File: src/rtl/integer_divider_24by16.sv
// ---------------------------------------------------------------------------
// integer_divider_24by16
//
// Fully pipelined unsigned restoring divider:
//   quotient = floor(dividend / divisor)
// The divider takes one operand pair per clock and returns one quotient per
// clock. Each result appears DIVIDEND_W clocks after its operands.
// Each stage resolves one quotient bit, MSB first. It shares a single
// DIVIDEND_W-bit register between the unprocessed dividend bits, which shift
// out at the top, and the quotient bits formed so far, which shift in at the
// bottom. After the last stage, that register holds the complete quotient.
// Dividing by zero gives all ones, which the restoring algorithm produces
// without any extra logic.
//
// Ports:
//   clk        in   rising-edge clock
//   reset_n    in   asynchronous active-low reset; clears every register
//   dividend   in   [DIVIDEND_W-1:0] unsigned dividend (not pre-registered)
//   divisor    in   [DIVISOR_W-1:0]  unsigned divisor  (not pre-registered)
//   quotient   out  [DIVIDEND_W-1:0] registered quotient, 0 during fill
//   remainder  out  [DIVISOR_W-1:0]  registered remainder, 0 during fill
//              (present only when INTEGER_DIVIDER_REMAINDER_EN is defined)
//
// Optional feature macro: INTEGER_DIVIDER_REMAINDER_EN
// ---------------------------------------------------------------------------
module integer_divider_24by16 #(
  parameter int DIVIDEND_W = 24,
  parameter int DIVISOR_W  = 16
) (
  input  logic                  clk,
  input  logic                  reset_n,
  input  logic [DIVIDEND_W-1:0] dividend,
  input  logic [DIVISOR_W-1:0]  divisor,
`ifdef INTEGER_DIVIDER_REMAINDER_EN
  output logic [DIVISOR_W-1:0]  remainder,
`endif
  output logic [DIVIDEND_W-1:0] quotient
);

  // One restoring step. The result is {quotient_bit, new_partial_remainder}.
  // The subtract is one bit wider than {rem, bit} so that its MSB is the borrow.
  function automatic logic [DIVISOR_W:0] div_step(
    input logic [DIVISOR_W-1:0] rem,
    input logic                 nbit,
    input logic [DIVISOR_W-1:0] dvs
  );
    logic [DIVISOR_W:0]   shifted;
    logic [DIVISOR_W+1:0] trial;
    shifted = {rem, nbit};
    trial   = {1'b0, shifted} - {2'b00, dvs};
    if (trial[DIVISOR_W+1]) begin
      // Borrow: shifted < divisor, so it fits in DIVISOR_W bits.
      div_step = {1'b0, shifted[DIVISOR_W-1:0]};
    end else begin
      // No borrow: the difference is below divisor (or equal to shifted
      // when divisor is 0), so the low DIVISOR_W bits hold it.
      div_step = {1'b1, trial[DIVISOR_W-1:0]};
    end
  endfunction

  // Per-stage registers. The last stage keeps only the quotient, plus the
  // remainder when the optional output is enabled.
  logic [DIVIDEND_W-1:0] dq_q  [DIVIDEND_W];
  logic [DIVIDEND_W-1:0] dq_d  [DIVIDEND_W];
  logic [DIVISOR_W-1:0]  rem_q [DIVIDEND_W-1];
  logic [DIVISOR_W-1:0]  rem_d [DIVIDEND_W-1];
  logic [DIVISOR_W-1:0]  dvs_q [DIVIDEND_W-1];
  logic [DIVISOR_W-1:0]  dvs_d [DIVIDEND_W-1];

  // Fill tracker. The output register itself acts as the final "primed"
  // position, because it loads zero until primed_q[DIVIDEND_W-2] is set.
  logic [DIVIDEND_W-2:0] primed_q;
  logic [DIVIDEND_W-2:0] primed_d;

`ifdef INTEGER_DIVIDER_REMAINDER_EN
  logic [DIVISOR_W-1:0]  rem_out_q;
  logic [DIVISOR_W-1:0]  rem_out_d;
`endif

  // Stage inputs: stage 0 reads the ports directly, stage i reads stage i-1.
  logic [DIVIDEND_W-1:0] dq_in_s  [DIVIDEND_W];
  logic [DIVISOR_W-1:0]  rem_in_s [DIVIDEND_W];
  logic [DIVISOR_W-1:0]  dvs_in_s [DIVIDEND_W];
  logic [DIVISOR_W:0]    step_s   [DIVIDEND_W];

  // Route each stage's input from the ports or from the previous stage.
  always_comb begin
    dq_in_s[0]  = dividend;
    rem_in_s[0] = {DIVISOR_W{1'b0}};
    dvs_in_s[0] = divisor;
    for (int i = 1; i < DIVIDEND_W; i++) begin
      dq_in_s[i]  = dq_q[i-1];
      rem_in_s[i] = rem_q[i-1];
      dvs_in_s[i] = dvs_q[i-1];
    end
  end

  // Compute each stage's next state and gate the output stage during fill.
  always_comb begin
    for (int i = 0; i < DIVIDEND_W; i++) begin
      step_s[i] = div_step(rem_in_s[i], dq_in_s[i][DIVIDEND_W-1], dvs_in_s[i]);
      dq_d[i]   = {dq_in_s[i][DIVIDEND_W-2:0], step_s[i][DIVISOR_W]};
    end
    for (int i = 0; i < DIVIDEND_W - 1; i++) begin
      rem_d[i] = step_s[i][DIVISOR_W-1:0];
      dvs_d[i] = dvs_in_s[i];
    end
    primed_d = {primed_q[DIVIDEND_W-3:0], 1'b1};
`ifdef INTEGER_DIVIDER_REMAINDER_EN
    rem_out_d = step_s[DIVIDEND_W-1][DIVISOR_W-1:0];
`endif
    // Until the fill reaches the output, the last stage holds results of
    // reset-valued (0/0) slots, so the output is forced to zero.
    if (primed_q[DIVIDEND_W-2]) begin
      dq_d[DIVIDEND_W-1] = dq_d[DIVIDEND_W-1];
    end else begin
      dq_d[DIVIDEND_W-1] = {DIVIDEND_W{1'b0}};
`ifdef INTEGER_DIVIDER_REMAINDER_EN
      rem_out_d = {DIVISOR_W{1'b0}};
`endif
    end
  end

  // Pipeline and fill registers with asynchronous clear.
  always_ff @(posedge clk or negedge reset_n) begin
    if (!reset_n) begin
      for (int i = 0; i < DIVIDEND_W; i++) begin
        dq_q[i] <= {DIVIDEND_W{1'b0}};
      end
      for (int i = 0; i < DIVIDEND_W - 1; i++) begin
        rem_q[i] <= {DIVISOR_W{1'b0}};
        dvs_q[i] <= {DIVISOR_W{1'b0}};
      end
      primed_q <= {(DIVIDEND_W-1){1'b0}};
`ifdef INTEGER_DIVIDER_REMAINDER_EN
      rem_out_q <= {DIVISOR_W{1'b0}};
`endif
    end else begin
      for (int i = 0; i < DIVIDEND_W; i++) begin
        dq_q[i] <= dq_d[i];
      end
      for (int i = 0; i < DIVIDEND_W - 1; i++) begin
        rem_q[i] <= rem_d[i];
        dvs_q[i] <= dvs_d[i];
      end
      primed_q <= primed_d;
`ifdef INTEGER_DIVIDER_REMAINDER_EN
      rem_out_q <= rem_out_d;
`endif
    end
  end

  assign quotient = dq_q[DIVIDEND_W-1];
`ifdef INTEGER_DIVIDER_REMAINDER_EN
  assign remainder = rem_out_q;
`endif

endmodule

File: config.mk
export PLATFORM = sky130hd
export DESIGN_NAME = integer_divider_24by16
export DESIGN_NICKNAME = d
export VERILOG_FILES = /design/src/rtl/integer_divider_24by16.sv
export SDC_FILE = /design/constraint.sdc
export NUM_CORES = 2
export LEC_CHECK = 0
export BUFFER_PORTS_ARGS = -buffer_cell sky130_fd_sc_hd__buf_2
export CAP_MARGIN = 20
export CORE_MARGIN = 1
export CORE_UTILIZATION = 65
export DETAILED_ROUTE_END_ITERATION = 10
export PLACE_DENSITY_LB_ADDON = 0.12
export SKIP_CTS_REPAIR_TIMING = 1
export SYNTH_ARGS = -nofsm -noshare
export SYNTH_HDL_FRONTEND = slang
export SYNTH_SLANG_ARGS = --single-unit
File: constraint.sdc
create_clock -name clk -period 6.3 [get_ports clk]
set_clock_uncertainty 0.1 [all_clocks]
set_input_delay 0.63 -clock clk [delete_from_list [all_inputs] [get_ports clk]]
set_output_delay 0.63 -clock clk [all_outputs]
set_load 0.02 [all_outputs]
---- Yosys cells after proc, flatten, opt, wreduce, memory -nomap -nowiden ----
Cells that the tools add are included.
storage, ports and cells
  bits in registers ....................... 1335
  input port bits ......................... 42
  logic and storage cells ................. 120
cells by class
  add/subtract/negate cells ............... 24
  multiplexer cells ....................... 25
operators with widths
  kind            number
  $sub 17x16->18  23
  $mux 17         24
  $mux 24         1
  $sub 1x16->17   1

---- Longest topological paths before layout ----
  depth after elaboration ................. 3
  mapped depth ............................ 12

---- Least setup slack after synthesis ----
Ideal clock, no wire load.
  path type ............................... reg2reg
  start ................................... register dq_q, in the netlist dq_in_s[95]
  end ..................................... register rem_q, in the netlist rem_in_s[46]
  library setup time ...................... 0.125 ns
  data arrival time ....................... 2.625 ns
  data required time ...................... 6.075 ns
  setup slack ............................. 3.450 ns
  cell stages (with the launch flop) ...... 13
  path through ............................ dfrtp_1 inv_1 ha_1 inv_1 fa_1 a21o_1 a21oi_1 o211ai_1 a221o_1 a221o_1 a21oi_1 xnor2_1 mux2_2
RTL lines
  item                              line  RTL
  start: declaration                63    logic [DIVIDEND_W-1:0] dq_q [DIVIDEND_W];
  start signal: indexed assignment  128   dq_q[i] <= {DIVIDEND_W{1'b0}};
  start signal: indexed assignment  140   dq_q[i] <= dq_d[i];
  end signal: indexed assignment    131   rem_q[i] <= {DIVISOR_W{1'b0}};
  end signal: indexed assignment    143   rem_q[i] <= rem_d[i];
  end: declaration                  65    logic [DIVISOR_W-1:0] rem_q [DIVIDEND_W-1];

==> results.tsv <==
stage	metric	value	unit
timing	rsz0062_at_grt	no	
die	start_util	65.6	%
setup_path	path_max_fanout	3	
timing	tightest_slew	1130	ps
setup_path	cp.required	6800	ps
layout	nNetsFinal	4947	
global_routing	grt_max_degree	194	
layout	syn_to_final_growth	12.5	%
timing	setup_slack	2840	ps
cts	clkSinkCount	1335	
min_path	hp-class	primary input to flop	
placement	dp_worst_setup_slack	2840	ps
timing	final.period_utilization	54.9	%
power_and_ir_drop	total_power	31.9	mW
job	cap_viol_max_count	0	
die	die_area	0.0855	mm²
synthesis	synth_top_area_share	61.0	%
setup_path	r2r_cells	11	
routing	drc	0	
placement	dp_hpwl	65.4	mm
synthesis	syn_area_per_cell	12.8	µm²
min_path	whs_path_depth	1	
setup_path	reg2reg_from	dvs_d[224]	
power_and_ir_drop	p_leak	29.3	nW
power_and_ir_drop	vdd_drop_max	0.311	mV
routing	num_vias	31400	
die	coreArea	0.0836	mm²
routing	drt_iter0_drc	1859	
global_routing	track_usage	23.7	%
routing	dr_wl_met3	3.53	mm
global_routing	gr-total-overflow	0	
synthesis	syn_area	0.0548	mm²
layout	post-route-util	73.8	%
layout	multi_input_area	0.0193	mm²
global_routing	grt_pass1_vias	32600	
min_path	hp-start	divisor[1]	
cts	cts_buffers	136	
setup_path	worst_setup_path_end_kind	flop	
die	die_height	292	µm
setup_path	arrival	3960	ps
cts	cts_tree	yes	
cts	clk_path_buf_depth	3	
synthesis	syn_inst	4285	
timing	slew_headroom	24.6	%
synthesis	synth_edf_count	0	
cts	cts.reportedPaths.clkPinSlew	60	ps
placement	gp_congestion	0.876	
setup_path	reg2reg_slack	2840	ps
routing	final_antenna_net_count	0	
routing	wl_per_cell	17.1	µm
synthesis	netlist-cell-type-count	74	
routing	wirelength	97.2	mm
synthesis	netlist.top_cell.by_area	dfrtp_1	
cts	insertion_delay	730	ps
setup_path	critPathKind	flop to flop	
die	io_pins	66	
timing	hold_ws	34.7	ps
cts	htreeDepth	4	
timing	period_minus_slack	3460	ps
routing	wirelength_met1	42.8	mm
routing	wl_met2	48.0	mm
global_routing	antenna_found_initial	0	
timing	fin_setup_tns	0	ps
synthesis	yosysWarnings	0	
synthesis	synthFlopType	dfrtp_1	
synthesis	synth_area_leaders	dfrtp_1 61%, ha_1 8.4%, mux2_2 5.1%	
synthesis	async_flop_share	100	%
routing	vias_per_cell	5.51	
min_path	holdPathEnd	dvs_d[337]	
power_and_ir_drop	power_density	517	mW/mm²
die	die_w	292	µm
placement	port_buffers	65	
die	rows	106	
timing	maxSlewViolCount	0	
outcome	outcome	finished clean	
layout	regArea	0.0334	mm²
timing	fmax	0.289	GHz
cts	cts_root_buf	clkbuf_16	
layout	drive_above_1_share	13.2	%
routing	dr.pass1.iters	5	
global_routing	grt_pass1_wl	162	mm
setup_path	start_kind	flop	
routing	top_layer	met4	
synthesis	synth_seq_cells	1335	
timing	timing.final.hold_violations	0	
timing	setup_viol	0	
setup_path	reg2reg_to	rem_in_s[238]	
layout	fillerInstances	5314	
synthesis	ys_seq_area_share	61.0	%
==> registers in the layout (all words and copies together), names as in the netlist <==
register and count:
dvs_in_s 16, rem_in_s 368, dvs_d 352, dq_d 506, quotient 24, dq_in_s 46, primed_q 23
==> area by class of cell <==
type / count / share of cell area (%)
Clock inverter: 42 / 1.16
Multi-Input combinational cell: 2434 / 31.3
Sequential cell: 1335 / 54.2
Timing Repair Buffer: 125 / 1.60
Tap cell: 1080 / 2.19
Inverter: 482 / 2.94
Antenna cell: 1 / 0.00406
Clock buffer: 202 / 6.54
==> placed cells by master (no fill, tap or decap), types with 30 or more instances in the layout <==
cell | netlist | routed
o21ai_0 | 117 | 117
ha_1 | 369 | 369
and2_1 | 43 | 43
o21a_1 | 61 | 61
inv_1 | 481 | 481
dfrtp_1 | 1335 | 1335
nand3_1 | 58 | 58
nor2_1 | 267 | 267
nor3_1 | 52 | 52
a21o_1 | 100 | 100
buf_2 | 6 | 64
mux2_2 | 247 | 247
a21oi_1 | 246 | 245
xnor2_1 | 175 | 175
nand2b_1 | 30 | 30
nand2_1 | 124 | 124
nor2b_1 | 47 | 47
clkbuf_16 | 0 | 137
xor2_1 | 84 | 84
clkbuf_8 | 0 | 36
dlygate4sd3_1 | 0 | 39
o21bai_1 | 41 | 41
==> metrics by stage <==
step | instance area, µm² | instances
CTS | 61200 | 5657
detailed placement | 56400 | 5413
global route | 61600 | 5700
floorplan | 54800 | 4291
finish | 61600 | 5701
global placement | 56400 | 5413
==> how the worst max path moves through the flow <==
stage	startpoint	endpoint	slack (ps)	cells after the start
finish	dvs_d[224]	rem_in_s[238]	2840	11
floorplan	dq_in_s[95]	rem_in_s[46]	3450	12
detailed placement	dvs_d[145]	rem_in_s[146]	2840	10
CTS	dvs_d[81]	rem_in_s[81]	2780	10
global placement	dvs_d[224]	rem_in_s[238]	2960	11
global route	dvs_d[289]	rem_in_s[291]	2680	9
==> where the power goes <==
part,internal (mW),switching [mW]
clock network,5.04,3.27
logic,5.77,5.90
registers,10.7,1.18
==> synth_stat cells, drive strengths merged, types with 16 or more instances <==
| cell | instances |
|---|---|
| a211oi | 23 |
| nor2 | 267 |
| and2 | 43 |
| a21oi | 246 |
| o22ai | 16 |
| o211ai | 24 |
| clkbuf | 16 |
| ha | 369 |
| o31a | 21 |
| nor3 | 52 |
| dfrtp | 1335 |
| nand2b | 30 |
| inv | 482 |
| o21bai | 54 |
| o21ai | 132 |
| o21a | 61 |
| mux2 | 256 |
| buf | 24 |
| xnor2 | 175 |
| and3 | 21 |
| nor2b | 47 |
| a21o | 100 |
| mux2i | 28 |
| xor2 | 84 |
| nand2 | 124 |
| fa | 22 |
| nand3 | 58 |
==> worst max-delay path: stages (launching register included) <==
cell and delay (ps):
dfrtp_1 580, ha_1 240, inv_1 50, fa_1 400
a21oi_1 260, o311ai_1 170, o41ai_2 410, o21ai_0 220
a311o_1 390, a21oi_1 180, xnor2_1 70, mux2_2 250
==> per-layer routing <==
layer	global-route usage [%]	vias to the layer above
li1	-	15000
met1	31.6	15600
met2	39.8	544
met3	3.58	212
met4	8.93	0
met5	0	-
==> cells by family (layout without fill, tap and decap cells) <==
family | Yosys count | after routing | synth area share [%]
DFF | 1335 | 1335 | 61.0
AOI/OAI and AO/OA | 792 | 792 | 9.97
and+or+nand+nor | 700 | 700 | 6.02
buffers and inverters | 522 | 851 | 3.83
adders and majority gates | 391 | 391 | 9.23
muxes | 284 | 284 | 5.83
xor gates and xnor gates | 259 | 259 | 4.14
other | 2 | 9 | 0.0137
Note: power is estimated with default switching activity, not from simulation.
